$ cat config.mk
export PLATFORM = sky130hd
export DESIGN_NAME = monostable_scheduler
export DESIGN_NICKNAME = d
export VERILOG_FILES = /design/src/rtl/monostable_sched_pkg.sv /design/src/rtl/monostable_scheduler_rr_arbiter.sv /design/src/rtl/monostable_scheduler.sv
export SDC_FILE = /design/constraint.sdc
export NUM_CORES = 1
export LEC_CHECK = 0
export BUFFER_PORTS_ARGS = -buffer_cell sky130_fd_sc_hd__buf_2
export CELL_PAD_IN_SITES_DETAIL_PLACEMENT = 2
export CELL_PAD_IN_SITES_GLOBAL_PLACEMENT = 2
export CORE_UTILIZATION = 36
export CTS_BUF_LIST = sky130_fd_sc_hd__clkbuf_8 sky130_fd_sc_hd__clkbuf_16
export CTS_CLUSTER_DIAMETER = 120
export DETAILED_ROUTE_END_ITERATION = 16
export PLACE_DENSITY_LB_ADDON = 0.1
export SLEW_MARGIN = 20
export SYNTH_ARGS = -nofsm -noshare
export SYNTH_HDL_FRONTEND = slang
export SYNTH_SLANG_ARGS = --single-unit
$ cat constraint.sdc
create_clock -name clk -period 3.7 [get_ports clk]
set_clock_uncertainty 0.15 [all_clocks]
set_input_delay 0.555 -clock clk [delete_from_list [all_inputs] [get_ports clk]]
set_output_delay 0.555 -clock clk [all_outputs]
set_load 0.01 [all_outputs]
$ cat src/rtl/monostable_sched_pkg.sv
// Shared types and sizing helpers for the monostable scheduler slice.
package monostable_sched_pkg;

  typedef enum logic [3:0] {
    IDLE,
    CLEAR,
    ARM,
    TRIG,
    WAIT_HI,
    WAIT_LO,
    DONE,
    FAULT,
    GAP
  } state_t;

  localparam int STATE_W = 4;

  // One shared counter times TRIG, WAIT_HI/WAIT_LO and GAP, so it must hold the largest limit.
  function automatic int cnt_width(input int timeout_cycles, input int trig_cycles,
                                   input int gap_cycles);
    int m;
    m = timeout_cycles;
    if (trig_cycles > m) m = trig_cycles;
    if (gap_cycles > m) m = gap_cycles;
    return $clog2(m + 1);
  endfunction

  // Width of the round-robin pointer; never collapses to zero bits.
  function automatic int ptr_width(input int num_req);
    return (num_req > 1) ? $clog2(num_req) : 1;
  endfunction

endpackage

$ cat src/rtl/monostable_scheduler_rr_arbiter.sv
// Combinational round-robin arbiter: first asserted request at or above the pointer wins.
module rr_arbiter
  import monostable_sched_pkg::*;
#(
  parameter int NUM_REQ = 4,
  parameter int PTR_W   = ptr_width(NUM_REQ)
) (
  input  logic [NUM_REQ-1:0] req,
  input  logic [PTR_W-1:0]   pointer,
  input  logic               enable,
  output logic [NUM_REQ-1:0] grant
);

  logic             found;
  logic [PTR_W-1:0] idx;

  // Scan NUM_REQ slots starting at the pointer, wrapping modulo NUM_REQ, and keep the first hit.
  always_comb begin
    grant = '0;
    found = 1'b0;
    idx   = '0;
    for (int k = 0; k < NUM_REQ; k++) begin
      idx = PTR_W'((int'(pointer) + k) % NUM_REQ);
      if (enable && !found && req[idx]) begin
        grant[idx] = 1'b1;
        found      = 1'b1;
      end
    end
  end

endmodule

$ cat src/rtl/monostable_scheduler.sv
// Shares one retriggerable monostable between NUM_REQ requesters: arbitrates, sequences
// clear/arm/trigger on the chip pins and watches the synchronised Q for pulse start and end.
module monostable_scheduler
  import monostable_sched_pkg::*;
#(
  parameter int NUM_REQ        = 4,
  parameter int TRIG_CYCLES    = 2,
  parameter int TIMEOUT_CYCLES = 64,
  parameter int GAP_CYCLES     = 2
) (
  input  logic               clk,
  input  logic               reset,
  input  logic [NUM_REQ-1:0] req,
  output logic [NUM_REQ-1:0] grant,
  output logic [NUM_REQ-1:0] done,
  output logic               timeout_err,
  output logic               busy,
  output logic               mono_a_n,
  output logic               mono_b,
  output logic               mono_r_n,
  input  logic               mono_q
);

  localparam int CNT_W = cnt_width(TIMEOUT_CYCLES, TRIG_CYCLES, GAP_CYCLES);
  localparam int PTR_W = ptr_width(NUM_REQ);

  localparam logic [CNT_W-1:0] CNT_MAX  = {CNT_W{1'b1}};
  localparam logic [CNT_W-1:0] TRIG_LIM = CNT_W'(TRIG_CYCLES);
  localparam logic [CNT_W-1:0] TO_LIM   = CNT_W'(TIMEOUT_CYCLES);
  localparam logic [CNT_W-1:0] GAP_LIM  = CNT_W'(GAP_CYCLES);
  localparam logic [PTR_W-1:0] PTR_LAST = PTR_W'(NUM_REQ - 1);

  state_t             state, state_nxt;
  logic [CNT_W-1:0]   cnt, cnt_nxt, cnt_inc;
  logic [PTR_W-1:0]   ptr, ptr_nxt, win_idx, ptr_inc;
  logic [NUM_REQ-1:0] owner, owner_nxt;
  logic [NUM_REQ-1:0] arb_grant;
  logic               q_meta, q_s;
  logic               in_service;

  rr_arbiter #(
    .NUM_REQ (NUM_REQ),
    .PTR_W   (PTR_W)
  ) u_arbiter (
    .req     (req),
    .pointer (ptr),
    .enable  (state == IDLE),
    .grant   (arb_grant)
  );

  // Two-flop synchroniser for the asynchronous Q output of the one-shot.
  always_ff @(posedge clk) begin
    if (reset) begin
      q_meta <= 1'b0;
      q_s    <= 1'b0;
    end else begin
      q_meta <= mono_q;
      q_s    <= q_meta;
    end
  end

  // Encode the one-hot winner as an index and form the pointer that follows it.
  always_comb begin
    win_idx = '0;
    for (int i = 0; i < NUM_REQ; i++) begin
      if (arb_grant[i]) win_idx = PTR_W'(i);
    end
    ptr_inc = (win_idx == PTR_LAST) ? '0 : win_idx + 1'b1;
  end

  // Next-state logic; the shared counter restarts on every state change and saturates.
  always_comb begin
    state_nxt = state;
    cnt_nxt   = cnt;
    owner_nxt = owner;
    ptr_nxt   = ptr;
    cnt_inc   = (cnt == CNT_MAX) ? cnt : cnt + 1'b1;
    case (state)
      IDLE: begin
        if (|arb_grant) begin
          owner_nxt = arb_grant;
          ptr_nxt   = ptr_inc;
          cnt_nxt   = '0;
          state_nxt = CLEAR;
        end
      end
      CLEAR: begin
        state_nxt = ARM;
      end
      ARM: begin
        cnt_nxt   = '0;
        state_nxt = TRIG;
      end
      TRIG: begin
        if (cnt_inc >= TRIG_LIM) begin
          cnt_nxt   = '0;
          state_nxt = WAIT_HI;
        end else begin
          cnt_nxt = cnt_inc;
        end
      end
      WAIT_HI: begin
        if (q_s) begin
          cnt_nxt   = '0;
          state_nxt = WAIT_LO;
        end else if (cnt_inc >= TO_LIM) begin
          cnt_nxt   = '0;
          state_nxt = FAULT;
        end else begin
          cnt_nxt = cnt_inc;
        end
      end
      WAIT_LO: begin
        if (!q_s) begin
          cnt_nxt   = '0;
          state_nxt = DONE;
        end else if (cnt_inc >= TO_LIM) begin
          cnt_nxt   = '0;
          state_nxt = FAULT;
        end else begin
          cnt_nxt = cnt_inc;
        end
      end
      DONE, FAULT: begin
        cnt_nxt   = '0;
        state_nxt = (GAP_CYCLES == 0) ? IDLE : GAP;
      end
      GAP: begin
        if (cnt_inc >= GAP_LIM) begin
          cnt_nxt   = '0;
          state_nxt = IDLE;
        end else begin
          cnt_nxt = cnt_inc;
        end
      end
      default: begin
        cnt_nxt   = '0;
        state_nxt = IDLE;
      end
    endcase
    in_service = state_nxt inside {CLEAR, ARM, TRIG, WAIT_HI, WAIT_LO};
  end

  // State, counter, pointer and owner registers.
  always_ff @(posedge clk) begin
    if (reset) begin
      state <= IDLE;
      cnt   <= '0;
      ptr   <= '0;
      owner <= '0;
    end else begin
      state <= state_nxt;
      cnt   <= cnt_nxt;
      ptr   <= ptr_nxt;
      owner <= owner_nxt;
    end
  end

  // Registered outputs decoded from the next state so pins change cleanly with the state.
  always_ff @(posedge clk) begin
    if (reset) begin
      grant       <= '0;
      done        <= '0;
      timeout_err <= 1'b0;
      busy        <= 1'b0;
      mono_a_n    <= 1'b1;
      mono_b      <= 1'b0;
      mono_r_n    <= 1'b0;
    end else begin
      grant       <= in_service ? owner_nxt : '0;
      done        <= (state_nxt == DONE) ? owner_nxt : '0;
      timeout_err <= (state_nxt == FAULT);
      busy        <= (state_nxt != IDLE);
      mono_a_n    <= 1'b0;
      mono_b      <= (state_nxt == TRIG);
      mono_r_n    <= !((state_nxt == CLEAR) || (state_nxt == FAULT));
    end
  end

endmodule

Word level (Yosys, flattened, before mapping):

Cells that the tools add are included.

* bits in registers: 32
* input port bits: 7
* word-level logic and storage cells: 122

* add/subtract/negate cells: 5
* reduce and logical (&&, ||, !) cells: 26
* muxes and demuxes: 44
* bitwise operators: 6
* eq/ne operators: 18
* order comparisons: 10

Operators by type and width (number)
* $mux W4: 12
* $mux W7: 6
* $pmux W7 S5: 1
* $eq A4 B3 Y1 const B: 8
* $pmux W4 S8: 1
* $eq A4 B2 Y1 const B: 4
* $mux W1: 13
* $lt A2 B3 Y1 const B: 4
* $or A4 B4 Y4: 3
* $logic_and A1 B1 Y1: 11
* $bmux W1 S2: 4
* $demux W1 S2: 4
* $eq A4 B1 Y1 const B: 2
* $ge A2 B1 Y1 const B: 4
* $reduce_or A2 Y1: 4
* $add A7 B1 Y7 const B: 1
* $eq A7 B7 Y1 const B: 1
* $ge A7 B2 Y1 const B: 1
* $ge A7 B7 Y1 const B: 1
* $mux W2: 3
* $reduce_bool A5 Y1: 1
* $add A2 B1 Y2 const B: 2
* $add A2 B2 Y2 const B: 2
* $eq A4 B4 Y1 const B: 1
* other kinds (9): 15

Depth between registers and ports, before layout:

* word-level depth: 23
* gate-level depth with buffers: 10
* mapped depth without buffers: 9

By module:

Synthesis repeated with hierarchy kept, for this count alone.

* cells, all modules: 202
* area total of the unflattened synthesis: 1805.5 um2

By module, submodules not included
* monostable_scheduler: area each 1420.1 um2, times used 1, cells an instance 159, sequential area each 640.6 um2
* rr_arbiter: area each 385.4 um2, times used 1, cells an instance 43, sequential area each 0.0 um2

Least setup slack after synthesis:

Ideal clock, no wire load.

* path type: flip-flop to flip-flop
* start point: register ptr[0]
* end point: register grant[0]
* arrival time: 2.457 ns
* cell stages (with the launch flop): 11
* data required time: 3.423 ns
* setup slack: 0.966 ns
* path buffers: 1
* cell sequence: dfxtp_1 -> buf_6 -> inv_1 -> ha_1 -> mux4_2 -> nand3b_1 -> a21oi_1 -> a211oi_4 -> nand4_1 -> a22oi_1 -> nor2_1

* word-level cells in the longest chain between the ends: 23

Ends and longest elaborated chain
* start, declared: line monostable_scheduler.sv:35 `logic [PTR_W-1:0] ptr, ptr_nxt, win_idx, ptr_inc;`
* start signal, assigned: line monostable_scheduler.sv:154 `ptr <= ptr_nxt;`
* branches (longest 15 deep; another with $lt A2 B3 Y1)
* $mux W4 (*): line monostable_scheduler_rr_arbiter.sv:24 `if (enable && !found && req[idx]) begin`
* $reduce_or A4 Y1: line monostable_scheduler.sv:80 `if (|arb_grant) begin`
* $mux W4: line monostable_scheduler.sv:80
* $pmux W4 S8: line monostable_scheduler.sv:78 `case (state)`
* $eq A4 B1 Y1 (tied with other cells): line monostable_scheduler.sv:141 `in_service = state_nxt inside {CLEAR, ARM, TRIG, WAIT_HI, WAIT_LO};`
* $reduce_bool A5 Y1: line monostable_scheduler.sv:141
* $not A1 Y1 (no line)
* $reduce_or A2 Y1 (no line)
* end signal, assigned: line monostable_scheduler.sv:170 `grant <= in_service ? owner_nxt : '0;`
* end, declared: line monostable_scheduler.sv:14 `output logic [NUM_REQ-1:0] grant,`

Mark *: on every way between the ends. The select of a mux whose other input is x is not followed.
A chain may end at the register's enable or synchronous reset.

Worst setup path after layout:

* start point: register ptr[0]
* end point: register grant[1]

The elaborated chain is that of the path after synthesis.

==> flow_metrics.tcl <==
set metrics [dict create \
    status "complete, no violations" \
    finalNonFillerCells 300 \
    cp_max_fo 10 \
    portBuffers 19 \
    r2r_start "ptr[0]$_SDFFE_PP0P_" \
    synth-edff-count 0 \
    finalMaxSlewViolations 0 \
    drc 0 \
    nFillCells 619 \
    whs_path_depth 1 \
    synth.cell_area_mm2 0.00194 \
    tightest_slew_ps 586 \
    avgSynthCellArea_um2 9.03 \
    antenna_found_initial 0 \
    gr-total-overflow 0 \
    drt-pass1-iter-count 4 \
    grt_pass1_wl_um 8850 \
    cts_setup_buffers 0 \
    rr_worst_depth 9 \
    vias 1668 \
    cts_resized 0 \
    holdBufCountCts 0 \
    power.sequential.fraction 0.309 \
    max-slew-margin-rel 0.603 \
    cts_buffers 5 \
    finalPower_w 0.00154 \
    hpwl_um 4150 \
    initial_core_util 0.378 \
    fmax_mhz 304 \
    clkSinkCount 32 \
    clock_path_buffers 2 \
    reg2reg_slack_ps 410 \
    p_sw_w 0.000643 \
    endpoint "grant[1]$_SDFF_PP0_" \
    clock_latency_ps 290 \
    p_int_w 0.000901 \
    wl_um 5480 \
    setup_viol 0 \
    crit_start "ptr[0]$_SDFFE_PP0P_" \
    nets 245 \
    powerDensity_mw_per_mm2 726 \
    r2r-end "grant[1]$_SDFF_PP0_" \
    synth_top_area_share 0.330 \
    ys.flop_type "dfxtp_1" \
    p_leak_nw 0.829 \
    row_count 26 \
    synthCells 215 \
    hold_violations 0 \
    synthToLayoutAreaGrowth_pct 9.54 \
    io_pins 20 \
    syn_nets 231 \
    root_buffer "clkbuf_8" \
    async_reset_ff_frac 0 \
    p_sw_frac 0.417 \
    peakVddDrop_uv 299 \
    max_cap_viol_count 0 \
    place_inst 292 \
    crit_path_end_kind "register" \
    synthTopCellsByArea "dfxtp_1 (33%), ha_1 (5.8%), nor2_1 (5.0%)" \
    dpl_worst_slack_ps 444 \
    cts_tree "yes" \
    viasPerCell 5.56 \
    comb_power_share 0.475 \
    cts-htree-levels 2 \
    drive_gt1_frac 0.217 \
    grt_setup_unrepaired "no" \
    hold_slack_ps 292 \
    drt_iter0_markers 20 \
    ant_nets 0 \
    period_minus_slack_ps 3290 \
    fin_crit_sh 0.888 \
    grt_pass1_vias 1738 \
    tns_ps 0 \
    fp.dieH_um 75.4 \
    yosysUniqueCellTypes 60 \
    diodes 0 \
    worst_slack_ps 414 \
    place.gp.congestion 0.848 \
    ys_warn_count 0 \
    arrival_ps 3300 \
    critPathKind "reg2reg" \
    coreArea_mm2 0.00514 \
    groute.usage.overall 0.212 \
    clk_transition_reported_paths_ps 70 \
    grt_max_degree 22 \
    die-area_mm2 0.00569 \
    die_x_um 75.4 \
    ys_ff_latch 32 \
    worstHoldPathType "reg2reg" \
    critical_path_required_ps 3710 \
    pwr-share-clk 0.216 \
    start_kind "register" \
    synth-seq-area-share 0.330 \
    routedWlPerCell_um 18.3 \
    min-delay-start "q_meta$_SDFF_PP0_" \
    synth_largest_area_cell "dfxtp_1" \
]
area by class of cell:
cell class,instances,area [µm²],area share
Timing Repair Buffer,19,95.1,0.0447
Inverter,9,33.8,0.0159
Tap cell,70,87.6,0.0412
Clock buffer,5,68.8,0.0324
Sequential cell,32,641,0.301
Clock inverter,3,42.5,0.0200
Multi-Input combinational cell,162,1160,0.544
logic make-up after synthesis:
logic type,count (synthesis),share of synthesized area
fa+ha+maj,9,0.0580
buf+inv,21,0.0735
simple gates,86,0.254
mux,4,0.0464
flops,32,0.330
xor+xnor,2,0.00903
compound gates,61,0.229
power by group through the flow:
stage                     logic [W]  registers [W]  clock network (W)
after floorplan            0.000578       0.000468                  0
after CTS                  0.000740       0.000479           0.000344
after global routing       0.000806       0.000489           0.000358
final                      0.000733       0.000477           0.000334
after global placement     0.000694       0.000478                  0
after detailed placement   0.000726       0.000487                  0
routing by layer:
metal | wire length (µm) | GRT usage | vias to the layer above
met5 | 0 | 0 | -
met4 | 80 | 0.0638 | 0
met3 | 129 | 0.0437 | 8
met2 | 2750 | 0.367 | 22
met1 | 2520 | 0.267 | 830
li1 | - | - | 808
critical path, cell delays in order (launching register included):
cell,delay (ps)
dfxtp_1,580
inv_1,180
ha_1,370
mux4_2,590
nand3b_1,120
a21oi_1,110
nor3_1,410
nand4_1,200
a22oi_1,350
nor2_1,90
worst min path at each step:
stage,end,slack (ps)
2_1_floorplan,q_s$_SDFF_PP0_,260
3_3_place_gp,q_s$_SDFF_PP0_,280
3_5_place_dp,q_s$_SDFF_PP0_,280
4_1_cts,q_s$_SDFF_PP0_,300
5_1_grt,q_s$_SDFF_PP0_,320
6_report,q_s$_SDFF_PP0_,290
synthesized netlist by cell type, drive strengths merged, types with 6 or more instances:
| master | instances |
|---|---|
| a211oi | 8 |
| a21oi | 16 |
| buf | 6 |
| clkbuf | 6 |
| dfxtp | 32 |
| ha | 9 |
| inv | 9 |
| nand2 | 17 |
| nor2 | 26 |
| nor3 | 7 |
| o21ai | 10 |
metrics by stage:
step                 util  cell area, µm²
global route        0.414            2130
global placement    0.392            2010
detailed placement  0.392            2010
floorplan               -            1940
finish              0.414            2130
CTS                 0.414            2130
sequential cells by signal, summed over array words and instances, names as in the netlist, 2 cells and up:
name and cells:
cnt 7, done 4, grant 4, owner 4
ptr 2, state 4
cells in the final DEF, fill, tap and decap left out, drive strengths merged, types with 7 or more instances in the layout:
cell type,instances
inv,9
a21oi,16
nor3,7
a211oi,8
dfxtp,32
o21ai,10
buf,19
nand2,17
nor2,26
ha,9
(Power assumes the default switching activity.)
